[config.mk]
export PLATFORM = sky130hd
export DESIGN_NAME = alu_wb_buffer_flat
export DESIGN_NICKNAME = d
export VERILOG_FILES = /design/src/rtl/alu_pkg.sv /design/src/rtl/alu_wb_buffer_if.sv /design/src/rtl/alu_wb_mem.sv /design/src/rtl/alu_wb_buffer.sv /design/src/flat_wrapper.sv
export SDC_FILE = /design/constraint.sdc
export NUM_CORES = 1
export LEC_CHECK = 0
export ABC_AREA = 1
export CORE_MARGIN = 5
export CORE_UTILIZATION = 50
export DETAILED_ROUTE_END_ITERATION = 10
export PLACE_DENSITY = 0.77
export SYNTH_ARGS = -nofsm -noshare
export SYNTH_HDL_FRONTEND = slang
export SYNTH_SLANG_ARGS = --single-unit
[constraint.sdc]
create_clock -name clk -period 2.41 [get_ports clk]
set_input_delay 0.3615 -clock clk [delete_from_list [all_inputs] [get_ports clk]]
set_output_delay 0.3615 -clock clk [all_outputs]
set_load 0.01 [all_outputs]
[src/rtl/alu_pkg.sv]
// alu_pkg -- shared ALU result definitions.
// Holds the default result width, the flag bit positions, and the packed flags
// type {ovf, zero, neg, cout} used by the ALU and its write-back buffer.
// Optional feature macro in this slice: ALU_WB_STICKY_EN (see alu_wb_buffer).
package alu_pkg;

  localparam int DW_DEFAULT = 32;

  localparam int FLG_COUT = 0;
  localparam int FLG_NEG  = 1;
  localparam int FLG_ZERO = 2;
  localparam int FLG_OVF  = 3;

  // Field order places cout at bit 0 and ovf at bit 3, matching FLG_* above.
  typedef struct packed {
    logic ovf;
    logic zero;
    logic neg;
    logic cout;
  } alu_flags_t;

  function automatic alu_flags_t pack_flags(input logic cout, input logic neg,
                                            input logic zero, input logic ovf);
    alu_flags_t f;
    f.cout = cout;
    f.neg  = neg;
    f.zero = zero;
    f.ovf  = ovf;
    return f;
  endfunction

endpackage

[src/rtl/alu_wb_buffer_if.sv]
// alu_wb_buffer_if -- producer/consumer bundle around the ALU write-back buffer.
// Signals:
//   in_valid/in_ready, in_y, in_cout/in_neg/in_zero/in_ovf : ALU result input side
//   out_valid/out_ready, out_y, out_flags                   : head entry output side
// Handshake: a transfer happens on a rising edge where valid && ready are both 1.
// valid never depends on ready; the buffer's ready never depends on the other
// side's ready, and data is held stable while valid=1 and ready=0.
// Modports: master = ALU producer plus consumer (the environment), slave = buffer.
interface alu_wb_buffer_if #(
  parameter int DW = alu_pkg::DW_DEFAULT
);
  import alu_pkg::*;

  logic          in_valid;
  logic          in_ready;
  logic [DW-1:0] in_y;
  logic          in_cout;
  logic          in_neg;
  logic          in_zero;
  logic          in_ovf;
  logic          out_valid;
  logic          out_ready;
  logic [DW-1:0] out_y;
  alu_flags_t    out_flags;

  modport master (
    output in_valid, in_y, in_cout, in_neg, in_zero, in_ovf, out_ready,
    input  in_ready, out_valid, out_y, out_flags
  );

  modport slave (
    input  in_valid, in_y, in_cout, in_neg, in_zero, in_ovf, out_ready,
    output in_ready, out_valid, out_y, out_flags
  );

endinterface

[src/rtl/alu_wb_mem.sv]
// alu_wb_mem -- DEPTH x W register array for the write-back buffer.
// Ports:
//   clk   : write clock
//   we    : write enable, writes wdata to mem[waddr] at the rising edge
//   waddr : write address
//   wdata : write data
//   raddr : asynchronous read address
//   rdata : mem[raddr], combinational
// Contents are not reset; the owner qualifies rdata with its own occupancy.
module alu_wb_mem #(
  parameter int DEPTH = 4,
  parameter int W     = 36,
  localparam int AW   = $clog2(DEPTH)
) (
  input  logic          clk,
  input  logic          we,
  input  logic [AW-1:0] waddr,
  input  logic [W-1:0]  wdata,
  input  logic [AW-1:0] raddr,
  output logic [W-1:0]  rdata
);

  logic [W-1:0] mem [DEPTH];

  always_ff @(posedge clk) begin
    if (we) mem[waddr] <= wdata;
  end

  assign rdata = mem[raddr];

endmodule

[src/rtl/alu_wb_buffer.sv]
// alu_wb_buffer -- in-order buffer of ALU results {Y, flags} between the ALU
// and the register write-back stage.
// Ports:
//   clk, rst_n   : clock, asynchronous active-low reset
//   bus          : alu_wb_buffer_if.slave (in_* push side, out_* pop side)
//   count        : current occupancy, 0..DEPTH
//   clr_sticky   : clears the accumulated flags (sticky build only)
//   sticky_flags : OR of the flags of every pushed entry, packed like out_flags
// Build option: define ALU_WB_STICKY_EN to include the sticky flag register;
// otherwise sticky_flags is tied to 0 and clr_sticky is ignored.
module alu_wb_buffer
  import alu_pkg::*;
#(
  parameter int DEPTH = 4,
  parameter int DW    = DW_DEFAULT,
  localparam int AW   = $clog2(DEPTH),
  localparam int CW   = $clog2(DEPTH) + 1
) (
  input  logic           clk,
  input  logic           rst_n,
  alu_wb_buffer_if.slave bus,
  output logic [CW-1:0]  count,
  input  logic           clr_sticky,
  output alu_flags_t     sticky_flags
);

  logic [AW-1:0] wr_ptr;
  logic [AW-1:0] rd_ptr;
  logic          push;
  logic          pop;
  alu_flags_t    in_flags;
  logic [DW+3:0] rdata;

  // Ready/valid come straight from the registered count, so neither side sees
  // a combinational path from the other side's handshake.
  assign bus.in_ready  = (count != CW'(DEPTH));
  assign bus.out_valid = (count != '0);

  assign push = bus.in_valid  && bus.in_ready;
  assign pop  = bus.out_valid && bus.out_ready;

  assign in_flags = pack_flags(bus.in_cout, bus.in_neg, bus.in_zero, bus.in_ovf);

  // DEPTH is a power of two, so pointer increments wrap naturally.
  always_ff @(posedge clk or negedge rst_n) begin
    if (!rst_n) begin
      wr_ptr <= '0;
      rd_ptr <= '0;
      count  <= '0;
    end else begin
      if (push) wr_ptr <= wr_ptr + 1'b1;
      if (pop)  rd_ptr <= rd_ptr + 1'b1;
      case ({push, pop})
        2'b10:   count <= count + 1'b1;
        2'b01:   count <= count - 1'b1;
        default: count <= count;
      endcase
    end
  end

  alu_wb_mem #(
    .DEPTH (DEPTH),
    .W     (DW + 4)
  ) u_mem (
    .clk   (clk),
    .we    (push),
    .waddr (wr_ptr),
    .wdata ({in_flags, bus.in_y}),
    .raddr (rd_ptr),
    .rdata (rdata)
  );

  // Gating by out_valid makes the output read 0 when empty, including right
  // after reset when the array still holds stale or unknown contents.
  assign bus.out_y     = bus.out_valid ? rdata[DW-1:0] : '0;
  assign bus.out_flags = bus.out_valid ? alu_flags_t'(rdata[DW+3:DW]) : '0;

`ifdef ALU_WB_STICKY_EN
  // Clear and accumulate in one expression: a push in the clearing cycle still
  // leaves its flags set.
  always_ff @(posedge clk or negedge rst_n) begin
    if (!rst_n) begin
      sticky_flags <= '0;
    end else begin
      sticky_flags <= (clr_sticky ? alu_flags_t'(4'b0000) : sticky_flags)
                    | (push ? in_flags : alu_flags_t'(4'b0000));
    end
  end
`else
  logic unused_clr_sticky;
  assign unused_clr_sticky = clr_sticky;
  assign sticky_flags      = '0;
`endif

endmodule

[src/flat_wrapper.sv]
// flat-port wrapper written by rule: the top's interface ports become plain ports
module alu_wb_buffer_flat import alu_pkg::*;
#(
  parameter int DEPTH = 4,
  parameter int DW    = DW_DEFAULT,
  localparam int AW   = $clog2(DEPTH),
  localparam int CW   = $clog2(DEPTH) + 1
)
  (clk, rst_n, count, clr_sticky, sticky_flags, bus_in_valid, bus_in_y, bus_in_cout, bus_in_neg, bus_in_zero, bus_in_ovf, bus_out_ready, bus_in_ready, bus_out_valid, bus_out_y, bus_out_flags);
  alu_wb_buffer_if #(.DW(DW)) bus_i ();
  input  logic clk;
  input  logic rst_n;
  output logic [CW-1:0] count;
  input  logic clr_sticky;
  output alu_flags_t sticky_flags;
  input wire logic [$bits(bus_i.in_valid)-1:0] bus_in_valid;
  input wire logic [$bits(bus_i.in_y)-1:0] bus_in_y;
  input wire logic [$bits(bus_i.in_cout)-1:0] bus_in_cout;
  input wire logic [$bits(bus_i.in_neg)-1:0] bus_in_neg;
  input wire logic [$bits(bus_i.in_zero)-1:0] bus_in_zero;
  input wire logic [$bits(bus_i.in_ovf)-1:0] bus_in_ovf;
  input wire logic [$bits(bus_i.out_ready)-1:0] bus_out_ready;
  output wire logic [$bits(bus_i.in_ready)-1:0] bus_in_ready;
  output wire logic [$bits(bus_i.out_valid)-1:0] bus_out_valid;
  output wire logic [$bits(bus_i.out_y)-1:0] bus_out_y;
  output wire logic [$bits(bus_i.out_flags)-1:0] bus_out_flags;
  assign bus_i.in_valid = bus_in_valid;
  assign bus_i.in_y = bus_in_y;
  assign bus_i.in_cout = bus_in_cout;
  assign bus_i.in_neg = bus_in_neg;
  assign bus_i.in_zero = bus_in_zero;
  assign bus_i.in_ovf = bus_in_ovf;
  assign bus_i.out_ready = bus_out_ready;
  assign bus_in_ready = bus_i.in_ready;
  assign bus_out_valid = bus_i.out_valid;
  assign bus_out_y = bus_i.out_y;
  assign bus_out_flags = bus_i.out_flags;
  alu_wb_buffer #(.DEPTH(DEPTH), .DW(DW)) u_core (.clk(clk), .rst_n(rst_n), .bus(bus_i), .count(count), .clr_sticky(clr_sticky), .sticky_flags(sticky_flags));
endmodule
==> reports/results.tsv, run 1 <==
stage	metric	value	unit
pwr	Clock Power Share	24.6	%
drt	WL per Instance	15.8	µm
pwr	Total Power	10.4	mW
critical_path	Arrival @ worst endpoint	1890	ps
layout	commonest non-fill, non-tap cell in the layout	nand2_1	
layout	sequential cell area	4500	µm²
floorplanning	Die ar.	15600	µm²
floorplanning	standard-cell rows	42	
outcome	status	completed	
critical_path	WP data required	2050	ps
sta	clock skew	5.56	ps
grt	vias in the first global route	4707	
layout	Layout fillers	1004	
floorplanning	Die Width	125	µm
layout	synthesis-to-finish area growth	25.7	%
cts	Root Buffer	clkbuf_16	
critical_path	WS Path Type	flop to output port	
layout	Layout Utilization	63.5	%
drt	TritonRoute pass-1 iters	7	
critical_path	critical-path maximum fanout	12	
pwr	sequential share of power	35.0	%
sta	Max Freq	443	MHz
sta	final max-slew violation count	0	
drt	via count	4467	
grt	first-pass GRT wire length	22.7	mm
cts	Worst-path clk slew	60	ps
sta	Final Hold Viols	0	
grt	total grt overflow	0	
drt	DRT antenna net count	0	
pwr	Logic pwr share	40.4	%
critical_path	Reg2Reg Capture Point	u_core.count[2]	
sta	worst hold margin	196	ps
drt	detailed-route DRC error count	0	
layout	antenna fix cells	0	
cts	CTS tree	yes	
synth	Yosys reg bits	151	
placed_design	port bufs	80	
synth	Mapped Avg Cell Area	10.5	µm²
pwr	worst vdd ir	0.000697	V
floorplanning	chip height	125	µm
cts	total CTS buffers	17	
grt	GRT Util Overall	18.7	%
layout	nets@finish	771	
synth	library cells used by synthesis	19	
cts	CTS max path bufs	2	
synth	YS warnings	0	
placed_design	RePlAce Congestion	0.726	
synth	sequential share of the synthesized area	68.0	%
placed_design	Post-DP Area	7710	µm²
drt	final wirelength	14.4	mm
synth	Mapped Area	6610	µm²
floorplanning	core area	13100	µm²
placed_design	post-DP HPWL	8.71	mm
layout	cell area after layout	8310	µm²
min_path	HP Class	input port to async pin	
layout	layout cell share with drive strength beyond 1	8.44	%
cts	H-tree Lvls	4	
layout	Multi-input gate area	1350	µm²
critical_path	R2R Path Start	u_core.count[0]	
cts	# hold bufs at CTS	0	
grt	initial antenna violation count	0	
critical_path	startpoint types	flop	
pwr	NetSw	3.64	mW
job	max_cap viols	0	
grt	largest net degree at the start of global routing	43	
sta	worst setup margin	154	ps
critical_path	FF-to-FF path depth	10	
drt	Via density	4.90	
critical_path	R2R setup slack	540	ps
pwr	Sw Share	35.1	%
synth	Cells after Synth	628	
layout	most frequent cells in the layout	nand2_1 (158), inv_1 (155), edfxtp_1 (144), nand3_1 (77), clkdlybuf4s50_1 (44)	
sta	RSZ-0062 raised after global routing	false	
drt	DR iter-0 viols	302	
placed_design	pre-CTS WS	162	ps
cts	Clk Latency, worst-skew pair	420	ps
pwr	Int Power	6.73	mW
pwr	pwr dens	1250	nW/µm²
floorplanning	initial core utilization	50.5	%
sta	Final period util	93.6	%
cts	sink count of the clock tree	151	
pwr	Leak Pwr	3.74	nW
sta	crit path time final	2260	ps
critical_path	Crit. End Element	output port	
floorplanning	# IOs	86	
sta	final setup fails	0	
metrics by stage:
| stage | setup TNS (ps) | std cells |
|---|---|---|
| floorplan | -60980 | 631 |
| global placement | 0 | 877 |
| detailed placement | 0 | 877 |
| CTS | 0 | 910 |
| global route | 0 | 911 |
| finish | 0 | 911 |
logic make-up (layout without fill, tap and decap cells):
group	after synthesis	after routing	synth area share, %
buffers and inverters	189	293	12.2
AND/OR/NAND/NOR	241	241	15.3
adder cells (fa/ha/maj)	6	6	1.25
other	1	4	0.0567
XOR/XNOR	2	2	0.265
flip-flops	151	151	68.0
AO/OA/AOI/OAI	38	38	2.88
per-layer routing:
metal / share of wire [%] / GRT usage (%)
met5: 0 / 0
met4: 2.0 / 7.72
met3: 5.8 / 5.46
met2: 52 / 33.1
met1: 40 / 21.1
repair_timing:
action | CTS | global route
setup buffers | 3 | 0
gates resized for setup | 36 | 5
setup endpoints to repair | 36 | 5
cloned | 0 | 1
pin swaps | 0 | 0
worst max-delay path by stage:
stage / to / slack [ps] / depth (start not counted) / startpoint
2_1_floorplan: u_core.u_mem.mem[0][0] / -420 / 4 / u_core.count[1]
3_3_place_gp: bus_out_y[19] / 180 / 6 / u_core.rd_ptr[0]
3_5_place_dp: bus_out_y[7] / 160 / 6 / u_core.rd_ptr[0]
4_1_cts: bus_out_y[8] / 1 / 6 / u_core.rd_ptr[0]
5_1_grt: bus_out_y[17] / 80 / 6 / u_core.rd_ptr[0]
6_report: bus_out_y[30] / 150 / 6 / u_core.rd_ptr[0]
sequential cells by signal, indices dropped and copies added, names as in the netlist:
name,cells
u_core.u_mem.mem,144
u_core.count,3
u_core.rd_ptr,2
u_core.wr_ptr,2
cells in the mapped netlist:
cell,n,area share [%]
nand2_1,158,9.0
inv_1,156,8.9
edfxtp_1,144,65
nand3_1,77,5.8
a21oi_1,36,2.7
buf_2,11,0.83
buf_4,11,1.2
dfrtp_1,7,2.6
buf_6,6,1.0
ha_1,5,0.95
inv_2,4,0.23
nor2_1,4,0.23
o21ai_0,2,0.15
xnor2_1,2,0.26
buf_1,1,0.057
conb_1,1,0.057
fa_1,1,0.30
nand3_2,1,0.15
nand4_1,1,0.095
power groups by stage:
stage | clock network (mW) | registers (mW) | logic (mW)
finish | 2.55 | 3.63 | 4.19
global route | 2.69 | 3.67 | 4.60
CTS | 2.59 | 3.63 | 4.21
detailed placement | 0 | 3.71 | 4.39
global placement | 0 | 3.68 | 4.27
floorplan | 0 | 3.67 | 2.39
critical path: stages, from the launching register on:
cell,delay [ps]
dfrtp_2,440
buf_4,180
buf_4,180
nand2_1,80
nand3_1,80
a21oi_1,200
dlygate4sd2_1,310
cell type report:
cell class / count / area share, %
Sequential cell: 151 / 54.2
Clock buffer: 18 / 5.16
Inverter: 160 / 7.26
Timing Repair Buffer: 103 / 12.9
Tap cell: 176 / 2.65
Clock inverter: 12 / 1.64
Multi-Input combinational cell: 291 / 16.2
No activity file was read; power rests on OpenSTA's default activity.
==> inputs of run 2 (changes only) <==
==> constraint.sdc (replaced) <==
create_clock -name clk -period 2.41 [get_ports clk]
set_input_delay 0.482 -clock clk [delete_from_list [all_inputs] [get_ports clk]]
set_output_delay 0.482 -clock clk [all_outputs]
set_load 0.01 [all_outputs]
==> run 2 against run 1 <==
  * Via count is 0.45% lower
  * Largest cell class unchanged
  * Final cell count is 0.44% higher
  * Critical endpoint is now bus_out_flags[1]
  * Clock skew is 4.7 ps higher
  * Register-to-register slack worse by 20 ps
  * Sequential share of layout area is 0.48 points higher
  * Sequential power hardly changed
  * Combinational power is 3% lower
  * First-iteration DRC count is 22% lower
  * Critical path type unchanged
  * Critical path depth stayed put
  * Total power is 3.3% lower
==> reports/results.tsv, run 2 (synthesis results as in run 1) <==
stage	metric	value	unit	change
floorplanning	initial core utilization	50.5	%	unchanged
pwr	Clock Power Share	23.3	%	was 24.6%
grt	first-pass GRT wire length	22.7	mm	about the same
critical_path	Crit. End Element	output port		unchanged
critical_path	critical-path maximum fanout	42		was 12
layout	nets@finish	773		was 771
critical_path	slowest cell on the critical path	dfrtp_2		unchanged
layout	Layout fillers	1003		was 1004
pwr	worst vdd ir	0.000698	V	was 0.000697 V
min_path	HP Class	input port to async pin		unchanged
cts	# hold bufs at CTS	0		unchanged
sta	clock skew	10.2	ps	was 5.56 ps
drt	DR iter-0 viols	236		was 302
pwr	pwr dens	1220	nW/µm²	was 1250 nW/µm²
critical_path	Arrival @ worst endpoint	1830	ps	was 1890 ps
drt	via count	4447		was 4467
sta	Final period util	96.0	%	was 93.6%
grt	vias in the first global route	4609		was 4707
grt	total grt overflow	0		unchanged
sta	final setup fails	0		unchanged
layout	cell area after layout	8240	µm²	was 8310 µm²
critical_path	WS Path Type	flop to output port		unchanged
pwr	NetSw	3.58	mW	was 3.64 mW
drt	detailed-route DRC error count	0		unchanged
drt	Via density	4.86		was 4.90
cts	CTS tree	yes		unchanged
floorplanning	# IOs	86		unchanged
floorplanning	Die Width	125	µm	unchanged
job	max_cap viols	0		unchanged
layout	non-filler instance count after layout	915		was 911
critical_path	Buffers & Inverters on Critical Path	3		unchanged
pwr	Sw Share	35.6	%	was 35.1%
layout	synthesis-to-finish area growth	24.6	%	was 25.7%
sta	Final Hold Viols	0		unchanged
critical_path	CP delay by family, top	buffers and inverters		unchanged
outcome	status	completed		unchanged
critical_path	CP peak stage delay	450	ps	was 440 ps
grt	initial antenna violation count	0		unchanged
floorplanning	core area	13100	µm²	unchanged
sta	setup TNS	0	ps	unchanged
floorplanning	chip height	125	µm	unchanged
drt	final wirelength	13.9	mm	was 14.4 mm
cts	H-tree Lvls	4		unchanged
layout	Biggest register	u_core.u_mem.mem		unchanged
placed_design	port bufs	80		unchanged
critical_path	startpoint types	flop		unchanged
layout	sequential cell area	4500	µm²	unchanged
layout	layout cell share with drive strength beyond 1	9.07	%	was 8.44%
floorplanning	standard-cell rows	42		unchanged
cts	Worst-path clk slew	60	ps	about the same
layout	Multi-input gate area	1350	µm²	about the same
sta	crit path time final	2310	ps	was 2260 ps
sta	RSZ-0062 raised after global routing	false		unchanged
drt	TritonRoute pass-1 iters	4		was 7
pwr	Logic pwr share	40.5	%	was 40.4%
pwr	Int Power	6.46	mW	was 6.73 mW
cts	sink count of the clock tree	151		unchanged
drt	DRT antenna net count	0		unchanged
placed_design	DP Cell Count	880		was 877
layout	commonest non-fill, non-tap cell in the layout	nand2_1		unchanged
sta	final max-slew violation count	0		unchanged
cts	Root Buffer	clkbuf_16		unchanged
cts	total CTS buffers	17		unchanged
layout	largest registers	u_core.u_mem.mem: 144 flops, u_core.count: 3 flops		unchanged
layout	antenna fix cells	0		unchanged
layout	most frequent cells in the layout	nand2_1 (158), inv_1 (155), edfxtp_1 (144), nand3_1 (77), clkdlybuf4s50_1 (44)		unchanged
sta	worst hold margin	333	ps	was 196 ps
layout	max reg flops	144		unchanged
pwr	Leak Pwr	3.69	nW	was 3.74 nW
grt	GRT Util Overall	18.5	%	was 18.7%
grt	largest net degree at the start of global routing	43		unchanged
cts	CTS max path bufs	2		unchanged
layout	Layout Utilization	63.0	%	was 63.5%
drt	WL per Instance	15.2	µm	was 15.8 µm
pwr	sequential share of power	36.2	%	was 35.0%
critical_path	worst-path cell chain	inv_2 > buf_8 > nand2_1 > nand3_1 > a21oi_1 > dlygate4sd2_1		was buf_4 > buf_4 > nand2_1 > nand3_1 > a21oi_1 > dlygate4sd2_1
sta	Max Freq	432	MHz	was 443 MHz
floorplanning	Die ar.	15600	µm²	unchanged
placed_design	Post-DP Area	7710	µm²	about the same
critical_path	WP data required	1930	ps	was 2050 ps
cts	Clk Latency, worst-skew pair	420	ps	about the same
placed_design	RePlAce Congestion	0.738		was 0.726
placed_design	post-DP HPWL	8.59	mm	was 8.71 mm
## run 2: cell count changes in the layout (fill, tap and decap cells not counted), sizes merged
cell          previous run  this run
clkinv                   7         8
buf                     22        25
dlygate4sd2             31        36
bufinv                   3         0
dlymetal6s2s             5         0
clkbuf                  19        22
## run 2: layer usage
layer / GRT usage, % / up-vias / wire (µm) / part of all wire [%]
met5: 0 / - / 0 / 0
met4: 6.12 / 0 / 185 / 1.3
met3: 6.95 / 14 / 945 / 6.8
met2: 32.3 / 131 / 7200 / 52
met1: 20.9 / 2129 / 5550 / 40
li1: - / 2173 / - / -
## run 2: power by group through the flow
stage	Combinational, mW	Sequential [mW]	Clock (mW)
4_1_cts	4.12	3.63	2.37
6_report	4.07	3.63	2.34
2_1_floorplan	2.39	3.67	0
3_5_place_dp	4.38	3.68	0
5_1_grt	4.51	3.67	2.50
3_3_place_gp	4.28	3.65	0
## run 2: cell type report
| cell class | count | share of cell area [%] |
|---|---|---|
| multi-input cells | 291 | 16.3 |
| repair buffers | 105 | 12.6 |
| well taps | 176 | 2.67 |
| inverters | 160 | 7.35 |
| flip-flops and latches | 151 | 54.6 |
| clock inverters | 10 | 0.668 |
| clock buffers | 22 | 5.76 |
## run 2: timing repair
item	CTS	global route
setup endpoints to repair	36	0
buffers inserted	3	0
gates resized for setup	44	0
## run 2: worst paths after layout
check | end | startpoint | slack [ps] | depth (start not counted)
worst min register to register | u_core.count[0] | u_core.count[0] | 530 | 1
min in group clk | u_core.count[0] | u_core.count[0] | 530 | 1
max in group asynchronous | u_core.rd_ptr[1] | rst_n | 1800 | 1
worst max-delay path | bus_out_flags[1] | u_core.rd_ptr[0] | 100 | 6
worst max register to register | u_core.count[1] | u_core.count[1] | 520 | 8
worst min-delay path | u_core.count[2] | rst_n | 330 | 1
## run 2: metrics by stage
stage	setup WS [ps]	power [mW]
after CTS	94.2	10.1
after floorplan	-423	6.06
final	96.4	10.0
after global placement	232	7.93
after detailed placement	174	8.06
after global routing	14.5	10.7
